==> config.mk <==
export PLATFORM = sky130hd
export DESIGN_NAME = dmem_arbiter
export DESIGN_NICKNAME = d
export VERILOG_FILES = /design/src/rtl/dmem_arbiter.sv
export SDC_FILE = /design/constraint.sdc
export NUM_CORES = 1
export LEC_CHECK = 0
export ABC_CLOCK_PERIOD_IN_PS = 4600
export CORE_UTILIZATION = 35
export DETAILED_ROUTE_END_ITERATION = 8
export MAX_ROUTING_LAYER = met4
export PLACE_DENSITY = 0.76
export SYNTH_ARGS = -nofsm -noshare
export SYNTH_HDL_FRONTEND = slang
export SYNTH_SLANG_ARGS = --single-unit
==> constraint.sdc <==
create_clock -name clk -period 4.6 [get_ports clk]
set_input_delay 0.69 -clock clk [delete_from_list [all_inputs] [get_ports clk]]
set_output_delay 0.69 -clock clk [all_outputs]
set_load 0.05 [all_outputs]
==> src/rtl/dmem_arbiter.sv <==
// dmem_arbiter
//   Two-requester round-robin arbiter/sequencer in front of a single-port data
//   memory. Requester 0 is the core load/store path and requester 1 is DMA/debug.
//   Each accepted request runs exactly one memory access. Every access returns
//   exactly one response to its owner.
//
// Handshake semantics (request and response channels alike): a transfer happens
//   on the rising clk edge where valid and ready are both high. The producer may
//   change or drop valid at any time before that edge; the arbiter never relies
//   on valid staying high. Response payloads (rdata, rsp_err) stay stable while
//   rsp_valid is high and rsp_ready is low.
//
// Ports
//   clk, reset               rising-edge clock, asynchronous active-high reset
//   mN_req_valid/ready       N=0,1 request handshake (ready is combinational)
//   mN_we, mN_addr, mN_wdata request payload (byte address, word = addr[ADDR_W-1:2])
//   mN_rsp_valid/ready       response handshake
//   mN_rdata, mN_rsp_err     response payload (rdata is 0 for writes)
//   mem_we/addr/din/dout     single-port memory, dout combinational from addr
//   dbg_state                FSM state (0=IDLE, 1=ACCESS, 2=RESP)
//   dbg_oob                  latched access address is beyond MEM_WORDS
//
// Configuration macro
//   ADDR_CHECK_EN : reject accesses whose word index >= MEM_WORDS (no write,
//                   rdata=0, rsp_err=1). Undefined: no check, rsp_err stays 0
//                   and out-of-range addresses alias in memory.
module dmem_arbiter #(
    parameter int ADDR_W    = 32,
    parameter int DATA_W    = 32,
    parameter int MEM_WORDS = 64
) (
    input  logic              clk,
    input  logic              reset,
    input  logic              m0_req_valid,
    output logic              m0_req_ready,
    input  logic              m0_we,
    input  logic [ADDR_W-1:0] m0_addr,
    input  logic [DATA_W-1:0] m0_wdata,
    output logic              m0_rsp_valid,
    input  logic              m0_rsp_ready,
    output logic [DATA_W-1:0] m0_rdata,
    output logic              m0_rsp_err,
    input  logic              m1_req_valid,
    output logic              m1_req_ready,
    input  logic              m1_we,
    input  logic [ADDR_W-1:0] m1_addr,
    input  logic [DATA_W-1:0] m1_wdata,
    output logic              m1_rsp_valid,
    input  logic              m1_rsp_ready,
    output logic [DATA_W-1:0] m1_rdata,
    output logic              m1_rsp_err,
    output logic              mem_we,
    output logic [ADDR_W-1:0] mem_addr,
    output logic [DATA_W-1:0] mem_din,
    input  logic [DATA_W-1:0] mem_dout,
    output logic [1:0]        dbg_state,
    output logic              dbg_oob
);

    typedef enum logic [1:0] {
        IDLE   = 2'd0,
        ACCESS = 2'd1,
        RESP   = 2'd2
    } state_t;

    localparam logic [ADDR_W-3:0] MEM_WORDS_IDX = (ADDR_W-2)'(MEM_WORDS);

    state_t            state;
    logic              last_grant;   // 1: m1 was granted last, so m0 wins a tie
    logic              owner;
    logic              lat_we;
    logic [ADDR_W-1:0] lat_addr;
    logic [DATA_W-1:0] lat_wdata;
    logic [DATA_W-1:0] rdata_q;
    logic              err_q;
    logic              pick1;
    logic              out_of_range;
    logic              reject;

    // m1 wins when it is the only requester, or on a tie when m0 was served last.
    assign pick1 = m1_req_valid & (~m0_req_valid | ~last_grant);

    assign out_of_range = (lat_addr[ADDR_W-1:2] >= MEM_WORDS_IDX);

`ifdef ADDR_CHECK_EN
    assign reject = out_of_range;
`else
    assign reject = 1'b0;
`endif

    // Ready is held low during reset so nothing can be accepted while aborting.
    assign m0_req_ready = ~reset & (state == IDLE) & m0_req_valid & ~pick1;
    assign m1_req_ready = ~reset & (state == IDLE) & pick1;

    assign m0_rsp_valid = (state == RESP) & ~owner;
    assign m1_rsp_valid = (state == RESP) & owner;
    assign m0_rdata     = rdata_q;
    assign m1_rdata     = rdata_q;
    assign m0_rsp_err   = err_q;
    assign m1_rsp_err   = err_q;

    // Address/data come straight from the latch, so they hold their last value
    // outside ACCESS; the write strobe exists only in ACCESS.
    assign mem_we   = (state == ACCESS) & lat_we & ~reject;
    assign mem_addr = lat_addr;
    assign mem_din  = lat_wdata;

    assign dbg_state = state;
    assign dbg_oob   = out_of_range;

    always_ff @(posedge clk or posedge reset) begin
        if (reset) begin
            state      <= IDLE;
            last_grant <= 1'b1;
            owner      <= 1'b0;
            lat_we     <= 1'b0;
            lat_addr   <= '0;
            lat_wdata  <= '0;
            rdata_q    <= '0;
            err_q      <= 1'b0;
        end else begin
            case (state)
                IDLE: begin
                    if (m0_req_valid | m1_req_valid) begin
                        owner      <= pick1;
                        last_grant <= pick1;
                        lat_we     <= pick1 ? m1_we    : m0_we;
                        lat_addr   <= pick1 ? m1_addr  : m0_addr;
                        lat_wdata  <= pick1 ? m1_wdata : m0_wdata;
                        state      <= ACCESS;
                    end
                end
                ACCESS: begin
                    rdata_q <= (lat_we | reject) ? '0 : mem_dout;
                    err_q   <= reject;
                    state   <= RESP;
                end
                RESP: begin
                    if (owner ? m1_rsp_ready : m0_rsp_ready) state <= IDLE;
                end
                default: state <= IDLE;
            endcase
        end
    end

endmodule

* Word-level counts from Yosys, hierarchy flattened
Index checks and enable logic that the tools add are counted.
Storage, ports and cells: register bits after elaboration 101, bits of input ports 168, output and inout bits 138, logic and storage cells 38
Operators by class: order comparisons 1, eq/ne operators 4, multiplexer cells 8, bitwise gates (word level) 15, reduce and logical (&&, ||, !) cells 3
Operator list (count):
- 32-bit two-way mux | 3
- 30-bit by 7-bit greater-or-equal comparator with 1-bit output (second input constant) | 1
- 1-bit AND | 8
- 2-bit one-hot mux with 3 select lines | 1
- 1-bit inverter | 5
- 2-bit two-way mux | 2
- 2-bit by 1-bit inequality test with 1-bit output (second input constant) | 2
- 2-bit AND reduction | 2
- 2-bit by 1-bit == test with 1-bit output (second input constant) | 1
- 2-bit == test (second input constant) | 1
- 2-bit zero test | 1
- 1-bit two-way mux | 2
- 1-bit OR | 2

* Logic depth before layout (Yosys ltp)
depth after elaboration 5, depth in mapped cells 5, depth with buffers taken out 3

* Worst setup path before layout
OpenSTA, ideal clock, no wires.
kind flip-flop to output port, start register state[1] (netlist: dbg_state[1]), end output port mem_we, arrival time 1.853 ns, data required time 3.910 ns, path slack 2.057 ns, cell stages (with the launch flop) 5, buffers on the path 2, path through dfrtp_1 -> nand2b_1 -> clkbuf_1 -> buf_2 -> nor2_1
On the way: word-level cells in the longest chain between the ends 2
Ends and longest elaborated chain:
- from (decl) | line 68 | state_t state;
- from (signal assigned) | line 113 | state <= IDLE;
- from (signal assigned) | line 130 | state <= ACCESS;
- from (signal assigned) | line 136 | state <= RESP;
- 2-bit by 1-bit == test with 1-bit output | line 104 | assign mem_we = (state == ACCESS) & lat_we & ~reject;
- 1-bit AND | line 104
- to (decl) | line 52 | output logic mem_we,
Every way passes these cells.

* Worst setup path after layout
start input port m0_req_valid, end output port m1_req_ready
On the way: word-level cells in the longest chain between the ends 4
Ends and longest elaborated chain:
- from (decl) | line 34 | input logic m0_req_valid,
- 1-bit inverter | line 81 | assign pick1 = m1_req_valid & (~m0_req_valid | ~last_grant);
- 1-bit OR | line 81
- 1-bit AND | line 81
- 1-bit AND | line 93 | assign m1_req_ready = ~reset & (state == IDLE) & pick1;
- to (decl) | line 44 | output logic m1_req_ready,
Every way passes these cells.

==> Implementation_results.wiki <==
{| class="wikitable"
! Metric !! Value
|-
| Clock latency on the worst-skew pair || approximately 0.35 ns
|-
| Relative max-transition margin || ~40%
|-
| Kind of cell adding the most delay to the critical path || buffers and inverters
|-
| Cell Rows || 43
|-
| Switching Fraction || 49.6%
|-
| Port buffer count || about 300
|-
| Count of non-filler cells in the finished layout || 861
|-
| Setup repair after global routing missed its margin || no
|-
| Layout Nets || 844
|-
| Area taken by flip-flops and latches || 2530 um2
|-
| Most common cell on crit path || sky130_fd_sc_hd__clkdlybuf4s50_1
|-
| Worst hold path stage count || 2
|-
| # setup viols final || 0
|-
| Clock tree root buffer cell || sky130_fd_sc_hd__clkbuf_16
|-
| Maximum vdd ir drop || between 0.0006 and 0.0007 V
|-
| Number of design rule violations left after detail routing || 0
|-
| Reg2Reg Capture Point || mem_addr[19]$_DFFE_PP0P_
|-
| Part of the power in registers || 25.2%
|-
| Yosys synthesis warning count || 0
|-
| Post CTS Setup Buffer Count || 0
|-
| GRT Total Usage || 20.1%
|-
| Peak fanout along the critical path || 17
|-
| Leading cell types by total area after synthesis || sky130_fd_sc_hd__dfrtp_1, sky130_fd_sc_hd__mux2_2, sky130_fd_sc_hd__buf_4
|-
| Number of hold buffers added after CTS || 0
|-
| Crit path time final || 3.44 ns
|-
| Setup slack after layout || 1.16 ns
|-
| Part of the total power dissipated in the clock network || 12.2%
|-
| Count of cells along the worst register-to-register path || 4
|-
| Number of diodes || 0
|-
| Post-synthesis instance area || 4950 um2
|-
| Number of flip-flops and latches in the synthesized netlist || between 100 and 150
|-
| Library cell contributing the largest single delay on the critical path || sky130_fd_sc_hd__clkdlybuf4s50_1
|-
| Category of the worst setup path launch point || primary input
|-
| Proportion of synthesized area in mux cells || 30.2%
|-
| Minimum setup slack among reg-to-reg paths || around 2.2 ns
|-
| Initial antenna violation count || 0
|-
| Wire length of the first global-routing pass || 21900 um
|-
| DR pass1 iterations || 4
|-
| Run status || complete, no violations
|-
| Synthesized-area fraction occupied by xor and xnor cells || 0%
|-
| Highest achievable clock rate || just under 300 MHz
|-
| Number of maximum-capacitance violations || 0
|-
| Commonest cells in the netlist || sky130_fd_sc_hd__mux2_2, sky130_fd_sc_hd__dfrtp_1, sky130_fd_sc_hd__nand2_1, sky130_fd_sc_hd__buf_4, sky130_fd_sc_hd__o21ai_0
|-
| Via/cell ratio || 4.67
|-
| Average footprint of a synthesized cell || between 10 and 15 um2
|-
| Detailed placer's ending HPWL || ~11000 um
|-
| Area fraction in compound gates after synthesis || under 10%
|-
| Setup Skew || a little under 0.006 ns
|-
| Hold violation count in the final report || 0
|-
| Wire length per cell after detailed routing || roughly 16 um
|-
| Library cell occupying the most area in the post-synthesis netlist || sky130_fd_sc_hd__dfrtp_1
|-
| Arithmetic-cell share of the synthesized area counting full adders, half adders and majority gates || 0%
|-
| Total gr overflow || 0
|-
| Crit Path Category || in -> out
|-
| Sequential fraction of the synthesis area || 51.1%
|-
| Number of enable flip-flop cells after synthesis || 0
|-
| Synth async-reset ratio || 100%
|-
| Type of element capturing the critical path || output port
|-
| Worst Max-Slew Pin Slew || 0.913 ns
|-
| Main synth FF type || sky130_fd_sc_hd__dfrtp_1
|-
| Power density of the placed cells || 782 nW/um2
|-
| Count of antenna-violating nets left after detailed routing || 0
|-
| Placeable core region || around 14000 um2
|-
| Cell internal pwr || around 3.2 mW
|-
| Class of the most critical hold timing path || reg -> reg
|-
| Largest stage delay, worst path || ~0.8 ns
|-
| Maximum buffer depth of the clock tree || 2
|-
| Fraction of layout cells with a size suffix above 1 || 22.5%
|-
| Arrival time reported for the critical path endpoint || approximately 2.8 ns
|-
| Die outline width || 121 um
|-
| Post_cts resized || 0
|-
| Count of buffering cells on the critical path with inverters included || 2
|-
| Post-synthesis simple-gate area fraction || around 7%
|-
| Netlist cell types || 23
|-
| Hold Slack || 0.504 ns
|-
| Area taken by multi-input logic gates || 2040 um2
|-
| Max-slew violations || 0
|-
| Area Growth Syn to Fin || 65.7%
|-
| Required @ worst endpoint || slightly below 4 ns
|-
| Fillers || roughly 1.1k
|-
| Number of buffers created by CTS || 9
|-
| CTS H-tree depth || 3
|-
| Post-synth top area share || roughly 51%
|-
| Dpl ws || roughly 1.1 ns
|-
| Total Routed Length || 14100 um
|-
| Total leakage power || 3.30 nW
|-
| Launch point of the worst reg-to-reg path || last_grant$_DFFE_PP1P_
|-
| Number of vias in the routed layout || around 4k
|-
| Clock slew at the register clock pins of the worst setup and hold paths || 0.07 ns
|-
| Dominant cell by count in the synthesized netlist || sky130_fd_sc_hd__mux2_2
|-
| Post-route clock period utilization || roughly 75%
|-
| Number of placed instances, taps included || 845
|-
| Number of sinks driven by the clock tree || slightly above 100
|-
| Setup TNS || 0 ns
|-
| Number of instances in the synthesized netlist || about 410
|-
| Combinational family with the most area after synthesis || multiplexers
|-
| Switching power || between 3 and 4 mW
|-
| Cell breakdown of the critical path || clkdlybuf4s50_1 > a21boi_4 > and2_1 > clkdlybuf4s50_1
|-
| Clock tree from TritonCTS || built
|-
| Final weighted congestion in routability-driven placement || about 0.77
|-
| Area of the die || between 10000 and 15000 um2
|-
| Combinational cell fraction of total power || a little over three fifths
|-
| Overall power || approximately 6.4 mW
|-
| Number of I/O pins || ~300
|-
| Pin count of the biggest net entering global routing || 75
|-
| WHS Endpoint || m0_rdata[11]$_DFFE_PP0N_
|-
| Overall die height || between 100 and 150 um
|-
| Vias in the first global route || approximately 4.2k
|-
| Initial DRC Count || ~190
|-
| Initial standard-cell utilization of the core || a little over a third
|-
| Hold wc startpoint || m0_rdata[11]$_DFFE_PP0N_
|}
## per-stage QoR
stage	util [%]	instance area [um2]
detailed placement	57.1	7890
global placement	57.1	7890
global route	59.3	8200
floorplan	-	4950
finish	59.3	8200
CTS	59.3	8200
## routing by layer
layer	GRT usage, %	part of all wire (%)
met1	23.5	41
met2	34.4	51
met3	3.67	6.6
met4	7.64	2.1
met5	-	0
## placed cells by master (no fill, tap or decap)
cell	netlist	layout
sky130_fd_sc_hd__nand2b_2	0	1
sky130_fd_sc_hd__nor3_1	1	1
sky130_fd_sc_hd__nand3_1	1	1
sky130_fd_sc_hd__clkinv_2	0	1
sky130_fd_sc_hd__inv_1	2	1
sky130_fd_sc_hd__nor4_1	6	6
sky130_fd_sc_hd__clkinv_1	1	1
sky130_fd_sc_hd__buf_4	37	6
sky130_fd_sc_hd__clkbuf_8	0	2
sky130_fd_sc_hd__nand2b_1	2	1
sky130_fd_sc_hd__clkinvlp_4	0	2
sky130_fd_sc_hd__inv_4	0	1
sky130_fd_sc_hd__nor3_4	0	1
sky130_fd_sc_hd__mux2i_1	2	2
sky130_fd_sc_hd__conb_1	1	2
sky130_fd_sc_hd__clkbuf_16	0	9
sky130_fd_sc_hd__clkdlybuf4s50_1	0	303
sky130_fd_sc_hd__mux2_2	126	126
sky130_fd_sc_hd__and2_1	1	1
sky130_fd_sc_hd__clkinv_4	0	1
sky130_fd_sc_hd__and4_1	1	1
sky130_fd_sc_hd__a21boi_4	0	1
sky130_fd_sc_hd__bufinv_16	0	1
sky130_fd_sc_hd__nand2_1	65	65
sky130_fd_sc_hd__nor2_1	5	5
sky130_fd_sc_hd__o21ai_0	33	33
sky130_fd_sc_hd__mux2_1	5	5
sky130_fd_sc_hd__dfstp_2	1	1
sky130_fd_sc_hd__dfrtp_1	100	100
## cells by family after synthesis
kind of cell | count (synthesis)
buf+inv | 61
mux | 133
simple gates | 83
flops | 101
compound gates | 34
other cells | 1
## state kept, by name, summed over array words and instances (netlist names)
name and count:
dbg_state 2, last_grant 1, lat_we 1, m0_rdata 32
mem_addr 32, mem_din 32, owner 1
## cell type report
class	count	share of cell area, %
clock buffers	11	3.08
flip-flops and latches	101	30.8
repair buffers	309	37.5
well taps	180	2.75
inverters	3	0.168
multi-input cells	252	24.9
clock inverters	5	0.717
## worst register-to-register path, stage by stage, from the launching register on
cell and delay [ns]:
sky130_fd_sc_hd__dfstp_2 0.38, sky130_fd_sc_hd__a21boi_4 0.51, sky130_fd_sc_hd__buf_4 0.65, sky130_fd_sc_hd__mux2_2 0.46, sky130_fd_sc_hd__mux2_2 0.27
## worst max path at each step
stage,from,endpoint,slack (ns),cells after the start
after global placement,m0_req_valid,m1_req_ready,1.14,4
final,m0_req_valid,m1_req_ready,1.16,4
after global routing,m0_req_valid,m1_req_ready,1.06,4
after CTS,m0_req_valid,m1_req_ready,1.11,4
after floorplan,reset,dbg_state[0]$_DFFE_PP0P_,1.26,1
after detailed placement,m0_req_valid,m1_req_ready,1.10,4
## power by group through the flow
stage	Combinational [mW]	Sequential (mW)	Clock, mW
after detailed placement	4.04	1.63	0
after global placement	3.98	1.61	0
after floorplan	1.43	2.95	0
after CTS	4.05	1.62	0.801
final	4.02	1.61	0.782
after global routing	4.18	1.67	0.839
Power figures use the tool's default switching activity.
